## config.mk

```make
export PLATFORM = sky130hd
export DESIGN_NAME = prog_loader
export DESIGN_NICKNAME = d
export VERILOG_FILES = /design/src/rtl/prog_loader_pkg.sv /design/src/rtl/prog_loader.sv
export SDC_FILE = /design/constraint.sdc
export NUM_CORES = 1
export LEC_CHECK = 0
export BUFFER_PORTS_ARGS = -buffer_cell sky130_fd_sc_hd__buf_2
export CORE_MARGIN = 1
export CORE_UTILIZATION = 40
export CTS_CLUSTER_SIZE = 30
export DETAILED_ROUTE_END_ITERATION = 7
export GPL_ROUTABILITY_DRIVEN = 0
export PLACE_DENSITY = 0.58
export SYNTH_ARGS = -nofsm -noshare
export SYNTH_HDL_FRONTEND = slang
export SYNTH_SLANG_ARGS = --single-unit
```

## constraint.sdc

```tcl
create_clock -name i_clock -period 4 [get_ports i_clock]
set_input_delay 0.2 -clock i_clock [delete_from_list [all_inputs] [get_ports i_clock]]
set_output_delay 0.2 -clock i_clock [all_outputs]
set_load 0.01 [all_outputs]
```

## src/rtl/prog_loader_pkg.sv

```systemverilog
// Shared types and constants for the program loader: FSM states, frame marker and widths.
package prog_loader_pkg;

    localparam logic [7:0] SYNC_BYTE = 8'hA5;
    localparam int         ADDR_W    = 16;
    localparam int         INSTR_W   = 18;

    typedef enum logic [3:0] {
        IDLE,
        LEN_HI,
        LEN_LO,
        W0,
        W1,
        W2,
        WRITE,
        CSUM,
        DONE,
        ERR
    } loaderState_e;

endpackage

```

## src/rtl/prog_loader.sv

```systemverilog
// Framed byte-stream loader for the 18-bit program RAM; holds the CPU until an image is loaded.
// Define PROG_LOADER_CHECKSUM_EN to expect and verify a trailing XOR checksum byte.
module prog_loader
    import prog_loader_pkg::*;
#(
    parameter logic [7:0] SYNC_BYTE = prog_loader_pkg::SYNC_BYTE,
    parameter int         ADDR_W    = prog_loader_pkg::ADDR_W,
    parameter int         INSTR_W   = prog_loader_pkg::INSTR_W
) (
    input  logic               i_clock,
    input  logic               i_reset_n,
    input  logic [0:7]         i_rxData,
    input  logic               i_rxValid,
    output logic               o_rxReady,
    output logic [0:ADDR_W-1]  o_wAddr,
    output logic [0:INSTR_W-1] o_wData,
    output logic               o_wEn,
    output logic               o_cpuHold,
    output logic               o_done,
    output logic               o_error
);

    // Bit 0 of the port is the MSB, so a plain copy gives a conventional [7:0] byte.
    logic [7:0]         rxByte;
    logic               accept;
    logic               isSync;
    loaderState_e       state;
    loaderState_e       stateNext;
    logic [ADDR_W-1:0]  lenN;
    logic [ADDR_W-1:0]  wAddr;
    logic [ADDR_W-1:0]  addrInc;
    logic [INSTR_W-1:0] wData;
    logic               lastWord;

    assign rxByte   = i_rxData;
    assign accept   = i_rxValid && o_rxReady;
    assign isSync   = (rxByte == SYNC_BYTE);
    assign addrInc  = wAddr + ADDR_W'(1);
    assign lastWord = (addrInc == lenN);
    assign o_wAddr  = wAddr;
    assign o_wData  = wData;

`ifdef PROG_LOADER_CHECKSUM_EN
    logic [7:0] csum;

    always_ff @(posedge i_clock or negedge i_reset_n) begin
        if (!i_reset_n) begin
            csum <= 8'd0;
        end else if (accept) begin
            case (state)
                IDLE, DONE, ERR: if (isSync) csum <= 8'd0;
                LEN_HI, LEN_LO, W0, W1, W2: csum <= csum ^ rxByte;
                default: ;
            endcase
        end
    end
`endif

    // NOTE: sequential state uses non-blocking assignments so every register samples pre-edge values.
    always_ff @(posedge i_clock or negedge i_reset_n) begin
        if (!i_reset_n) state <= IDLE;
        else            state <= stateNext;
    end

    // NOTE: stateNext is defaulted first so no path through the case leaves it unassigned (no latch).
    always_comb begin
        stateNext = state;
        case (state)
            IDLE, DONE, ERR: if (accept && isSync) stateNext = LEN_HI;
            LEN_HI:          if (accept) stateNext = LEN_LO;
            LEN_LO: begin
                if (accept) begin
                    if (lenN[15:8] == 8'd0 && rxByte == 8'd0) begin
`ifdef PROG_LOADER_CHECKSUM_EN
                        stateNext = CSUM;
`else
                        stateNext = DONE;
`endif
                    end else begin
                        stateNext = W0;
                    end
                end
            end
            W0:     if (accept) stateNext = (rxByte[7:2] != 6'd0) ? ERR : W1;
            W1:     if (accept) stateNext = W2;
            W2:     if (accept) stateNext = WRITE;
            WRITE: begin
                if (lastWord) begin
`ifdef PROG_LOADER_CHECKSUM_EN
                    stateNext = CSUM;
`else
                    stateNext = DONE;
`endif
                end else begin
                    stateNext = W0;
                end
            end
`ifdef PROG_LOADER_CHECKSUM_EN
            CSUM:   if (accept) stateNext = (rxByte == csum) ? DONE : ERR;
`endif
            default: stateNext = IDLE;
        endcase
    end

    // Outputs are registered from the next state so they line up with the state they describe.
    always_ff @(posedge i_clock or negedge i_reset_n) begin
        if (!i_reset_n) begin
            lenN      <= '0;
            wAddr     <= '0;
            wData     <= '0;
            o_rxReady <= 1'b1;
            o_wEn     <= 1'b0;
            o_cpuHold <= 1'b1;
            o_done    <= 1'b0;
            o_error   <= 1'b0;
        end else begin
            o_rxReady <= (stateNext != WRITE);
            o_wEn     <= (stateNext == WRITE);
            o_cpuHold <= (stateNext != DONE);
            o_done    <= (stateNext == DONE);
            o_error   <= (stateNext == ERR);

            if (state == WRITE) wAddr <= addrInc;

            if (accept) begin
                case (state)
                    IDLE, DONE, ERR: if (isSync) wAddr <= '0;
                    LEN_HI: lenN[15:8]   <= rxByte;
                    LEN_LO: lenN[7:0]    <= rxByte;
                    W0:     wData[17:16] <= rxByte[1:0];
                    W1:     wData[15:8]  <= rxByte;
                    W2:     wData[7:0]   <= rxByte;
                    default: ;
                endcase
            end
        end
    end

endmodule

```

After elaboration in Yosys (flattened, before gate mapping)
Cells that the tools add are included.
W data, S select, Z words.
Storage, ports and cells
  register bits after elaboration: 59
Cells by class
  $add $sub $neg: 1
  eq/ne operators: 15
  mux-type cells: 14
  reduce and logical (&&, ||, !) cells: 13
Operator list (number)
  $mux W16: 4
  $mux W4: 9
  $pmux W4 S7: 1
  $add A16 B1 Y16 const B: 1
  $eq A16 B16 Y1: 1
  $eq A4 B3 Y1 const B: 4
  $eq A4 B4 Y1 const B: 4
  $logic_not A8 Y1: 2
  $reduce_and A2 Y1: 5
  $eq A4 B2 Y1 const B: 2
  $eq A8 B8 Y1 const B: 1
  $reduce_bool A6 Y1: 1
  $eq A4 B1 Y1 const B: 1
  $logic_not A4 Y1: 1
  $ne A4 B3 Y1 const B: 1
  $ne A4 B4 Y1 const B: 1
  $logic_and A1 B1 Y1: 3
  $reduce_or A3 Y1: 1

Longest topological paths before layout
Gate-level depths: netlist of the first run.
  word-level depth: 6
  mapped depth: 7

Worst setup path before layout of the first run
Ideal clock, no wire load.
  path type: flip-flop to flip-flop
  start point: reg wAddr[0], in the netlist o_wAddr[15]
  end point: reg o_cpuHold
  arrival time: 2.163 ns
  slack: 1.749 ns
  stages on the path, launching flop included: 8
  path buffers: 0
  clock period less this slack: 2.251 ns
  cell sequence: dfrtp_1 ha_1 and3_1 and4_1 o221ai_1 nor4_1 a41oi_2 or3b_1
Between the ends
  cells in the longest elaborated chain, start to end: 5
Ends and longest elaborated chain
  start: declaration: line prog_loader.sv:30  | logic [ADDR_W-1:0] wAddr;
  start signal: assignment: line prog_loader.sv:123  | if (state == WRITE) wAddr <= addrInc;
  $add A16 B1 Y16: line prog_loader.sv:38  | assign addrInc = wAddr + ADDR_W'(1);
  $eq A16 B16 Y1: line prog_loader.sv:39  | assign lastWord = (addrInc == lenN);
  $mux W4: line prog_loader.sv:88  | if (lastWord) begin
  $pmux W4 S7: line prog_loader.sv:68  | case (state)
  $ne A4 B4 Y1: line prog_loader.sv:119  | o_cpuHold <= (stateNext != DONE);
  end signal: assignment: line prog_loader.sv:119
  end: declaration: line prog_loader.sv:18  | output logic o_cpuHold,
No other way between the ends.
A chain may end at the register's enable or synchronous reset.

Final worst setup path of the first run
Same ends and word-level chain as after synthesis.

==> impl_metrics.csv, run 1 <==
group,metric,value,unit
pwr,pwr-share-seq,0.394,
pwr,clock_power_share,0.248,
sta,worst_slew_margin_rel,0.305,
worst_setup_path,critPathMaxFanout,7,
synthesis,postSynth.topFlopCell,"sky130_fd_sc_hd__dfrtp_1",
pwr,cell_internal_pwr,1.48,mW
global_route,via_count_of_the_first_global_routing_pass,2326,
clock_network,ctsRootBufferMaster,"sky130_fd_sc_hd__clkbuf_8",
synthesis,syn_nets,304,
global_route,grt_max_degree,60,
floorplanning,chipWidth,90.1,um
floorplanning,ioPinCount,50,
pwr,cellPowerDensity,639,nW/um^2
run_status,outcome,"finished clean",
finish,seq_area,1480,um^2
detailed_routing,totalWireLength,7.10,mm
run,maxCapViolations,0,
floorplanning,core_area,7370,um^2
sta,fin_setup_tns,0,ns
sta,final.period_utilization,0.630,
clock_network,htreeDepth,3,
global_route,antenna_found_initial,0,
sta,period_minus_slack,2.52,ns
placed_design,buffer_ports.inserted,49,
finish,multi_input_area,1560,um^2
clock_network,cts.clk_slew.worst_paths,0.07,ns
worst_setup_path,cp.required,4.26,ns
synthesis,synth_area_leader_cell,"sky130_fd_sc_hd__dfrtp_1",
worst_setup_path,crit_type,"reg -> reg",
finish,area_delta_synth_final,17.5,%
detailed_routing,routed_via_density,5.37,
sta,rsz0062_at_grt,"false",
detailed_routing,drtAntennaViolNets,0,
detailed_routing,count_of_routing_violations_after_the_opening_detailed_route_iteration,101,
finish,layout-drive-gt1-share,0.321,
finish,antennaDiodeCount,0,
pwr,combPwrFrac,0.358,
floorplanning,placementRows,31,
detailed_routing,vias,2388,
finish,fin_nets,353,
clock_network,postCtsSetupRepairBufs,0,
global_route,global_route.usage.met1,0.258,
synthesis,count_of_state_elements_after_synthesis,59,
synthesis,asyncSetResetFlopFracSynth,1.00,
floorplanning,die_area,8120,um^2
placed_design,dpl.hpwl,4.90,mm
sta,finalClockSkew,0.00597,ns
worst_setup_path,endpoint_kind,"flip-flop",
synthesis,synthTopCellsByArea,"sky130_fd_sc_hd__dfrtp_1, sky130_fd_sc_hd__mux2_2, sky130_fd_sc_hd__xnor2_1, sky130_fd_sc_hd__xor2_1, sky130_fd_sc_hd__nor2_1",
finish,fillers,704,
sta,setup_viol,0,
sta,maxClockFrequency,397,MHz
floorplanning,die_height,90.1,um
worst_setup_path,reg2reg_depth,7,
global_route,grt_first_pass_wirelength,11.8,mm
synthesis,syn_area,3110,um^2
worst_setup_path,setup.reg_to_reg.worst_slack,1.48,ns
worst_setup_path,worst_setup_path_start_kind,"flip-flop",
finish,utilization,0.495,
sta,max_slew.worst_pin.slew,1.03,ns
global_route,gr-usage-all-layers,0.187,
clock_network,cts_buffer_depth,2,
pwr,net-switching-power,0.853,mW
global_route,grt-ovfl-total,0,
global_route,grt.met2_usage,0.277,
detailed_routing,drcViolationCount,0,
synthesis,synth-seq-area-share,0.476,
worst_setup_path,timing.rr.start,"o_wAddr[15]",
sta,slew_violations,0,
worst_setup_path,regToRegEndpoint,"o_cpuHold",
pwr,worst_voltage_drop_across_the_vdd_grid,0.000269,V
clock_network,numClockSinks,59,
detailed_routing,route.detailed.wl_per_inst,16.0,um
synthesis,synth_cell_type_count,49,
min_path,holdCritPathClass,"in -> async",
synthesis,ys.warnings.count,0,
floorplanning,initial_utilization,0.422,
clock_network,cts_tree,"yes",
detailed_routing,router_iterations_before_antenna_repair,5,
pwr,sw_share,0.366,
sta,hold_viol_final,0,
synthesis,yosysTopAreaCellShare,0.459,
global_route,grt.met3_usage,0.0491,
synthesis,gate_count_post_synth,292,
clock_network,tritoncts.num_buffers,9,
synthesis,synth-edff-count,0,
clock_network,hold_buffers,0,
clock_network,post_cts_resized,0,
clock_network,clock_latency,0.34,ns
pwr,leakage,1.59,nW
worst_setup_path,cp_data_arrival_time,2.78,ns
synthesis,synth.avg_cell_area,10.6,um^2
global_route,grt_busiest_layer,"met2",
-- worst max-delay path by stage --
stage                     start        end  slack [ns]  cells past startpoint
global route        o_wAddr[15]  o_cpuHold        1.28                      7
detailed placement  o_wAddr[15]  o_cpuHold        1.49                      7
floorplan           o_wAddr[15]  o_cpuHold        1.75                      7
finish              o_wAddr[15]  o_cpuHold        1.48                      7
CTS                 o_wAddr[15]  o_cpuHold        1.47                      7
global placement    o_wAddr[15]  o_cpuHold        1.58                      7
-- power groups by stage --
stage	Sequential [mW]	Clock [mW]	Combinational [mW]
after floorplan	0.865	0	0.675
after global placement	0.925	0	0.824
after detailed placement	0.928	0	0.827
after CTS	0.918	0.596	0.835
after global routing	0.944	0.619	0.909
final	0.919	0.578	0.834
-- through the flow --
step	hold slack, ns	total power [mW]	area (um^2)	std cells	setup slack, ns
final	0.00526	2.33	3650	445	1.48
after global routing	0.0812	2.47	3650	445	1.28
after CTS	0.0305	2.35	3650	445	1.47
after detailed placement	0.401	1.76	3440	429	1.49
after global placement	0.401	1.75	3440	429	1.58
after floorplan	-0.0956	1.54	3110	292	1.75
-- synth_stat cells, drive strengths merged (2+ instances only) --
cell type / n
nand4: 10
nand3: 12
nor3: 9
and2: 2
dfstp: 2
xor2: 14
a21oi: 14
nand4b: 2
nand2b: 3
nor2b: 5
o21ai: 11
buf: 4
o22ai: 2
and3: 5
nor3b: 4
xnor2: 16
inv: 5
mux2: 34
nor4: 6
nand2: 14
nor2: 25
and4: 2
clkbuf: 9
or3: 4
a31oi: 3
dfrtp: 57
-- layout by cell type (no fill, tap or decap), types with 8 or more instances in the layout --
cell                       Yosys  final
sky130_fd_sc_hd__buf_2         4     49
sky130_fd_sc_hd__xnor2_1      16     16
sky130_fd_sc_hd__nor3_1        8      8
sky130_fd_sc_hd__nand2_1      14     14
sky130_fd_sc_hd__a21oi_1      14     14
sky130_fd_sc_hd__nand3_1      11     11
sky130_fd_sc_hd__xor2_1       14     14
sky130_fd_sc_hd__nand4_1       9      9
sky130_fd_sc_hd__o21ai_0      11     11
sky130_fd_sc_hd__nor2_1       24     24
sky130_fd_sc_hd__clkbuf_8      0     12
sky130_fd_sc_hd__mux2_2       34     34
sky130_fd_sc_hd__dfrtp_1      57     57
-- metal layers --
layer	share of wire	wire, um
met1	0.50	3530
met2	0.44	3110
met3	0.050	354
met4	0.015	106
met5	0	0
-- worst max-delay path: stages (launching register included) --
cell                      delay, ns
sky130_fd_sc_hd__dfrtp_1       0.49
sky130_fd_sc_hd__ha_1          0.34
sky130_fd_sc_hd__nand3_1       0.21
sky130_fd_sc_hd__nor2_2        0.38
sky130_fd_sc_hd__nand4_1       0.14
sky130_fd_sc_hd__a21oi_1       0.27
sky130_fd_sc_hd__a41oi_2       0.21
sky130_fd_sc_hd__or3b_1        0.41
-- flip-flops by register name (all words and copies together) (netlist names) --
name / count
lenN: 16
o_cpuHold: 1
o_done: 1
o_error: 1
o_rxReady: 1
o_wAddr: 16
o_wData: 18
o_wEn: 1
state: 4
-- logic make-up (layout without fill, tap and decap cells) --
kind of cell / after synthesis / count (layout) / synth area share
AND/OR/NAND/NOR: 106 / 106 / 0.192
XOR/XNOR: 30 / 30 / 0.0846
multiplexers: 34 / 34 / 0.123
adder cells (fa/ha/maj): 1 / 1 / 0.00403
buffers and inverters: 18 / 72 / 0.0234
flip-flops: 59 / 59 / 0.476
AO/OA/AOI/OAI: 44 / 44 / 0.0971
-- area by class of cell --
class / instances / area share
Tap cell: 99 / 0.0339
Clock buffer: 12 / 0.0453
Multi-Input combinational cell: 215 / 0.426
Timing Repair Buffer: 51 / 0.0713
Clock inverter: 4 / 0.0130
Sequential cell: 59 / 0.405
Inverter: 5 / 0.00514
Power figures use the tool's default switching activity.
==> inputs of run 2 (changes only) <==
- PLACE_DENSITY: 0.58 -> 0.6
- clock period: 4 -> 2.22 ns (I/O delays scaled with it)
==> run 2 against run 1 <==
  * The flow now finishes with violations (setup timing)
  * Sequential cell count is the same
  * Power is 93% higher
  * Sequential power grew 82%
  * Final cell count is 5.4% higher
  * Largest power group is now combinational logic
==> impl_metrics.csv, run 2 (synthesis results as in run 1) <==
group,metric,value,unit
pwr,worst_voltage_drop_across_the_vdd_grid,0.000716,V
worst_setup_path,endpoint_kind,"flip-flop",
finish,layout-drive-gt1-share,0.419,
finish,final_area,3940,um^2
sta,maxClockFrequency,446,MHz
global_route,antenna_found_initial,0,
sta,period_minus_slack,2.24,ns
sta,max_slew.worst_pin.slew,0.541,ns
floorplanning,initial_utilization,0.422,
detailed_routing,detailroute.wirelength.met2,3.73,mm
floorplanning,ioPinCount,50,
floorplanning,die_height,90.1,um
detailed_routing,dr.max_layer_used,"met4",
detailed_routing,route.detailed.wl_per_inst,16.7,um
detailed_routing,drtAntennaViolNets,0,
sta,worst_slew_margin_rel,0.639,
detailed_routing,met1_length,3.53,mm
worst_setup_path,launching_instance_or_port_of_the_critical_path,"o_wAddr[7]",
detailed_routing,count_of_routing_violations_after_the_opening_detailed_route_iteration,117,
floorplanning,die_area,8120,um^2
sta,slew_violations,0,
worst_setup_path,timing.rr.start,"o_wAddr[7]",
global_route,grt_first_pass_wirelength,12.9,mm
worst_setup_path,crit_chain,"nand4_1 > o21ai_0 > o221ai_2 > nor4_2 > a41oi_2 > or3b_1",
worst_setup_path,cp.required,2.47,ns
pwr,leakage,1.71,nW
global_route,gr-usage-all-layers,0.202,
sta,finalClockSkew,0.00921,ns
clock_network,numClockSinks,59,
clock_network,ctsRootBufferMaster,"sky130_fd_sc_hd__clkbuf_8",
global_route,grt-ovfl-total,0,
detailed_routing,vias,2558,
placed_design,detailed_place.area,3580,um^2
finish,largest_register_ff_count,18,
worst_setup_path,worst_setup_path_start_kind,"flip-flop",
run,maxCapViolations,0,
clock_network,tritoncts.num_buffers,9,
clock_network,htreeDepth,3,
finish,mostFrequentLayoutCell,"sky130_fd_sc_hd__dfrtp_1",
floorplanning,core_area,7370,um^2
detailed_routing,router_iterations_before_antenna_repair,4,
min_path,hold_path_depth,2,
detailed_routing,drcViolationCount,0,
clock_network,cts_buffer_depth,2,
clock_network,cts_tree,"yes",
worst_setup_path,cp_data_arrival_time,2.50,ns
placed_design,buffer_ports.inserted,49,
finish,fillers,684,
min_path,holdCritPathClass,"in -> reg",
pwr,cellPowerDensity,1140,nW/um^2
detailed_routing,met3_length,428,um
clock_network,cts.clk_slew.worst_paths,0.07,ns
sta,setup_slack,-0.0235,ns
finish,seq_area,1490,um^2
finish,fin_nets,377,
detailed_routing,routed_via_density,5.45,
floorplanning,chipWidth,90.1,um
placed_design,dpl.hpwl,5.66,mm
floorplanning,placementRows,31,
global_route,via_count_of_the_first_global_routing_pass,2504,
sta,timing.hold.ws,0.0789,ns
sta,final.period_utilization,1.01,
global_route,grt_max_degree,25,
worst_setup_path,crit_type,"reg -> reg",
finish,area_delta_synth_final,26.8,%
worst_setup_path,reg2reg_depth,6,
finish,antennaDiodeCount,0,
finish,multi_input_area,1660,um^2
run_status,outcome,"complete, but fails checks",
sta,setup_viol,2,
worst_setup_path,cpMaxStageDelayCell,"sky130_fd_sc_hd__dfrtp_2",
worst_setup_path,critPathMaxStageDelay,0.43,ns
finish,mostFrequentLayoutCells,"sky130_fd_sc_hd__dfrtp_1, sky130_fd_sc_hd__buf_2, sky130_fd_sc_hd__mux2_2",
sta,hold_viol_final,0,
detailed_routing,totalWireLength,7.84,mm
run_status,violations,"setup timing",
worst_setup_path,critPathMaxFanout,6,
min_path,hp-start,"i_rxData[2]",
clock_network,clock_latency,0.34,ns
==> run 2: final cells by class <==
type / instances / area share
repair buffers: 75 / 0.112
clock buffers: 12 / 0.0394
multi-input cells: 215 / 0.422
inverters: 5 / 0.00476
clock inverters: 4 / 0.0127
flip-flops and latches: 59 / 0.377
well taps: 99 / 0.0314
==> run 2: report_power, final <==
part           internal (mW)  switching (mW)  leakage [nW]
Clock                  0.578           0.435        0.0986
Combinational          0.896           0.913         0.907
Sequential              1.33           0.337         0.700
==> run 2: path summary, 6_finish.rpt <==
path	slack [ns]	endpoint
setup / recovery	-0.02	o_cpuHold
hold / removal	0.08	o_wData[4]
setup reg to reg	-0.02	o_cpuHold
hold reg to reg	0.50	o_wData[0]
max in group asynchronous	1.22	o_cpuHold
min in group asynchronous	0.28	o_wAddr[8]
==> run 2: critical path, delay by kind of cell (launching register included) <==
kind,cells,cell delay (ns)
compound gates,3,0.69
flops,1,0.43
simple gates,3,1.03
==> run 2: repair_timing <==
action                                  in CTS  in global routing
endpoints found under the hold margin       22                  0
hold buffers                                 1                  0
resized for setup                            1                 24
cloned                                       0                  0
endpoints found under the setup margin       3                  4
buffers inserted                             0                  5
pin swaps                                    0                  8
==> run 2: metal layers <==
metal  vias to the layer above  track usage
li1                       1203            -
met4                         0       0.0847
met1                      1257        0.277
met3                        16       0.0491
met2                        82        0.305
met5                         -            0
==> run 2: per-stage QoR <==
step	cells	power [mW]	TNS (ns)	util	setup slack [ns]
floorplan	292	2.79	0	-	0.0124
detailed placement	447	3.29	-0.0916	0.486	-0.0514
global placement	447	3.25	0	0.486	0.0306
finish	469	4.49	-0.0405	0.534	-0.0235
CTS	464	4.33	0	0.515	0.0233
global route	469	4.76	-0.354	0.534	-0.0947
==> inputs of run 3 (changes only) <==
- ABC_AREA: default -> 1
- GPL_TIMING_DRIVEN: default -> 0
- SKIP_CTS_REPAIR_TIMING: default -> 1
==> run 3 against run 2 <==
  * Sequential cell count unchanged
  * Critical endpoint is now o_error
  * Final area fell by 1.9%
  * Die area is 2.0% higher
  * The flow finishes with violations (hold timing)
  * Highest routed layer unchanged
  * Largest power group is now registers
  * Clock skew grew 0.00083 ns
  * Synthesized cell count increased by 44%
==> impl_metrics.csv, run 3 <==
group,metric,value,unit
detailed_routing,totalWireLength,8.53,mm
detailed_routing,route.detailed.wl_per_inst,14.4,um
finish,area_delta_synth_final,21.9,%
run,maxCapViolations,0,
clock_network,ctsRootBufferMaster,"sky130_fd_sc_hd__clkbuf_8",
sta,final.period_utilization,0.910,
run_status,violations,"hold timing",
global_route,antenna_found_initial,0,
pwr,leakage,1.97,nW
global_route,grt-ovfl-total,0,
detailed_routing,count_of_routing_violations_after_the_opening_detailed_route_iteration,149,
sta,worst_slew_margin_rel,0.492,
floorplanning,die_height,91.0,um
placed_design,dpl.hpwl,5.94,mm
synthesis,syn_area,3170,um^2
detailed_routing,drtAntennaViolNets,0,
synthesis,synth_common_cells,"sky130_fd_sc_hd__nand2_1, sky130_fd_sc_hd__inv_1, sky130_fd_sc_hd__dfrtp_1",
sta,timing.hold.ws,-0.0128,ns
clock_network,numClockSinks,59,
finish,layout-drive-gt1-share,0.196,
synthesis,ys.warnings.count,0,
sta,hold_viol_final,1,
floorplanning,initial_utilization,0.412,
finish,mostFrequentLayoutCell,"sky130_fd_sc_hd__nand2_1",
clock_network,cts_buffer_depth,2,
pwr,worst_voltage_drop_across_the_vdd_grid,0.000466,V
synthesis,synth.avg_cell_area,7.53,um^2
worst_setup_path,worst_setup_path_start_kind,"flip-flop",
clock_network,cts.clk_slew.worst_paths,0.07,ns
finish,seq_area,1480,um^2
finish,fillers,776,
worst_setup_path,cp_data_arrival_time,2.29,ns
floorplanning,chipWidth,91.0,um
synthesis,yosysTopAreaCellShare,0.450,
synthesis,synth_cell_type_count,27,
sta,max_slew.worst_pin.slew,0.761,ns
sta,rsz0062_at_grt,"false",
clock_network,cts_tree,"yes",
global_route,gr-usage-all-layers,0.218,
finish,largest_register_ff_count,18,
min_path,holdCritPathClass,"in -> reg",
global_route,grt_max_degree,60,
placed_design,buffer_ports.inserted,49,
global_route,grt_first_pass_wirelength,13.9,mm
worst_setup_path,crit_type,"reg -> reg",
floorplanning,core_area,7690,um^2
run_status,outcome,"complete, but fails checks",
detailed_routing,routed_via_density,5.12,
detailed_routing,vias,3039,
clock_network,tritoncts.num_buffers,9,
finish,fin_nets,498,
finish,antennaDiodeCount,0,
synthesis,count_of_state_elements_after_synthesis,59,
synthesis,synthTopCellsByArea,"sky130_fd_sc_hd__dfrtp_1, sky130_fd_sc_hd__nand2_1, sky130_fd_sc_hd__inv_1, sky130_fd_sc_hd__o21ai_0, sky130_fd_sc_hd__nand3_1",
clock_network,htreeDepth,3,
floorplanning,ioPinCount,50,
worst_setup_path,endpoint_kind,"flip-flop",
synthesis,asyncSetResetFlopFracSynth,1.00,
worst_setup_path,cp.required,2.49,ns
pwr,power.total,3.77,mW
sta,maxClockFrequency,495,MHz
finish,multi_input_area,1480,um^2
sta,finalClockSkew,0.0100,ns
detailed_routing,router_iterations_before_antenna_repair,5,
clock_network,clock_latency,0.35,ns
sta,setup_viol,0,
synthesis,synth_area_leader_cell,"sky130_fd_sc_hd__dfrtp_1",
worst_setup_path,critPathMaxFanout,6,
synthesis,synth_most_common_cell,"sky130_fd_sc_hd__nand2_1",
synthesis,syn_nets,433,
sta,slew_violations,0,
synthesis,synth-edff-count,0,
synthesis,postSynth.topFlopCell,"sky130_fd_sc_hd__dfrtp_1",
detailed_routing,drcViolationCount,0,
floorplanning,placementRows,32,
finish,mostFrequentLayoutCells,"sky130_fd_sc_hd__nand2_1, sky130_fd_sc_hd__inv_1, sky130_fd_sc_hd__dfrtp_1",
global_route,via_count_of_the_first_global_routing_pass,2830,
pwr,cellPowerDensity,975,nW/um^2
sta,period_minus_slack,2.02,ns
floorplanning,die_area,8290,um^2
synthesis,gate_count_post_synth,421,
synthesis,synth-seq-area-share,0.466,
-- run 3: metrics by stage --
step | instance area, um^2 | util | instances | worst slack [ns] | TNS, ns
5_1_grt | 3860 | 0.503 | 593 | 0.00854 | 0
2_1_floorplan | 3170 | - | 421 | 0.315 | 0
3_3_place_gp | 3540 | 0.461 | 572 | -0.122 | -1.02
3_5_place_dp | 3540 | 0.461 | 572 | -0.113 | -0.872
4_1_cts | 3770 | 0.490 | 588 | -0.119 | -1.00
6_report | 3860 | 0.503 | 593 | 0.201 | 0
-- run 3: critical path, stage by stage, from the launching register on --
cell                      delay, ns
sky130_fd_sc_hd__dfrtp_2       0.45
sky130_fd_sc_hd__ha_4          0.18
sky130_fd_sc_hd__nand2_2       0.11
sky130_fd_sc_hd__nor2_4        0.20
sky130_fd_sc_hd__nand3_1       0.12
sky130_fd_sc_hd__nand3_1       0.12
sky130_fd_sc_hd__nand2_1       0.07
sky130_fd_sc_hd__nor2_1        0.10
sky130_fd_sc_hd__nand3_1       0.13
sky130_fd_sc_hd__nor2_2        0.13
sky130_fd_sc_hd__nand2_1       0.08
sky130_fd_sc_hd__nand2_2       0.10
sky130_fd_sc_hd__nand3_1       0.08
sky130_fd_sc_hd__nor2_1        0.10
-- run 3: where the power goes --
part           switching, mW  internal (mW)
Sequential             0.217           1.30
Combinational          0.698          0.428
Clock                  0.467          0.662
-- run 3: path summary, 6_finish.rpt --
check	end	start	depth (start not counted)	slack, ns
setup reg to reg	o_error	o_wAddr[15]	13	0.20
max in group asynchronous	o_wAddr[15]	i_reset_n	2	1.30
min in group asynchronous	o_wAddr[11]	i_reset_n	2	0.37
hold / removal	lenN[4]	i_rxData[3]	3	-0.01
setup / recovery	o_error	o_wAddr[15]	13	0.20
hold reg to reg	o_wData[10]	o_wData[10]	2	0.49
-- run 3: area by class of cell --
| class | count | area share |
|---|---|---|
| multi-input cells | 293 | 0.383 |
| flip-flops and latches | 59 | 0.383 |
| repair buffers | 53 | 0.0725 |
| plain buffers | 8 | 0.00874 |
| clock buffers | 10 | 0.0356 |
| clock inverters | 6 | 0.0230 |
| inverters | 62 | 0.0612 |
| well taps | 102 | 0.0330 |
-- run 3: cell families (layout without fill, tap and decap cells) --
| group | Yosys count | in the layout | synth area share |
|---|---|---|---|
| compound gates | 63 | 63 | 0.112 |
| simple gates | 223 | 224 | 0.315 |
| xor+xnor | 5 | 5 | 0.0185 |
| fa+ha+maj | 1 | 1 | 0.00395 |
| flops | 59 | 59 | 0.466 |
| buf+inv | 70 | 139 | 0.0841 |
-- run 3: layer usage --
layer / GRT usage / vias to the layer above / part of all wire
li1: - / 1519 / -
met1: 0.283 / 1413 / 0.46
met2: 0.357 / 94 / 0.47
met3: 0.0394 / 13 / 0.054
met4: 0.0966 / 0 / 0.019
met5: 0 / - / 0
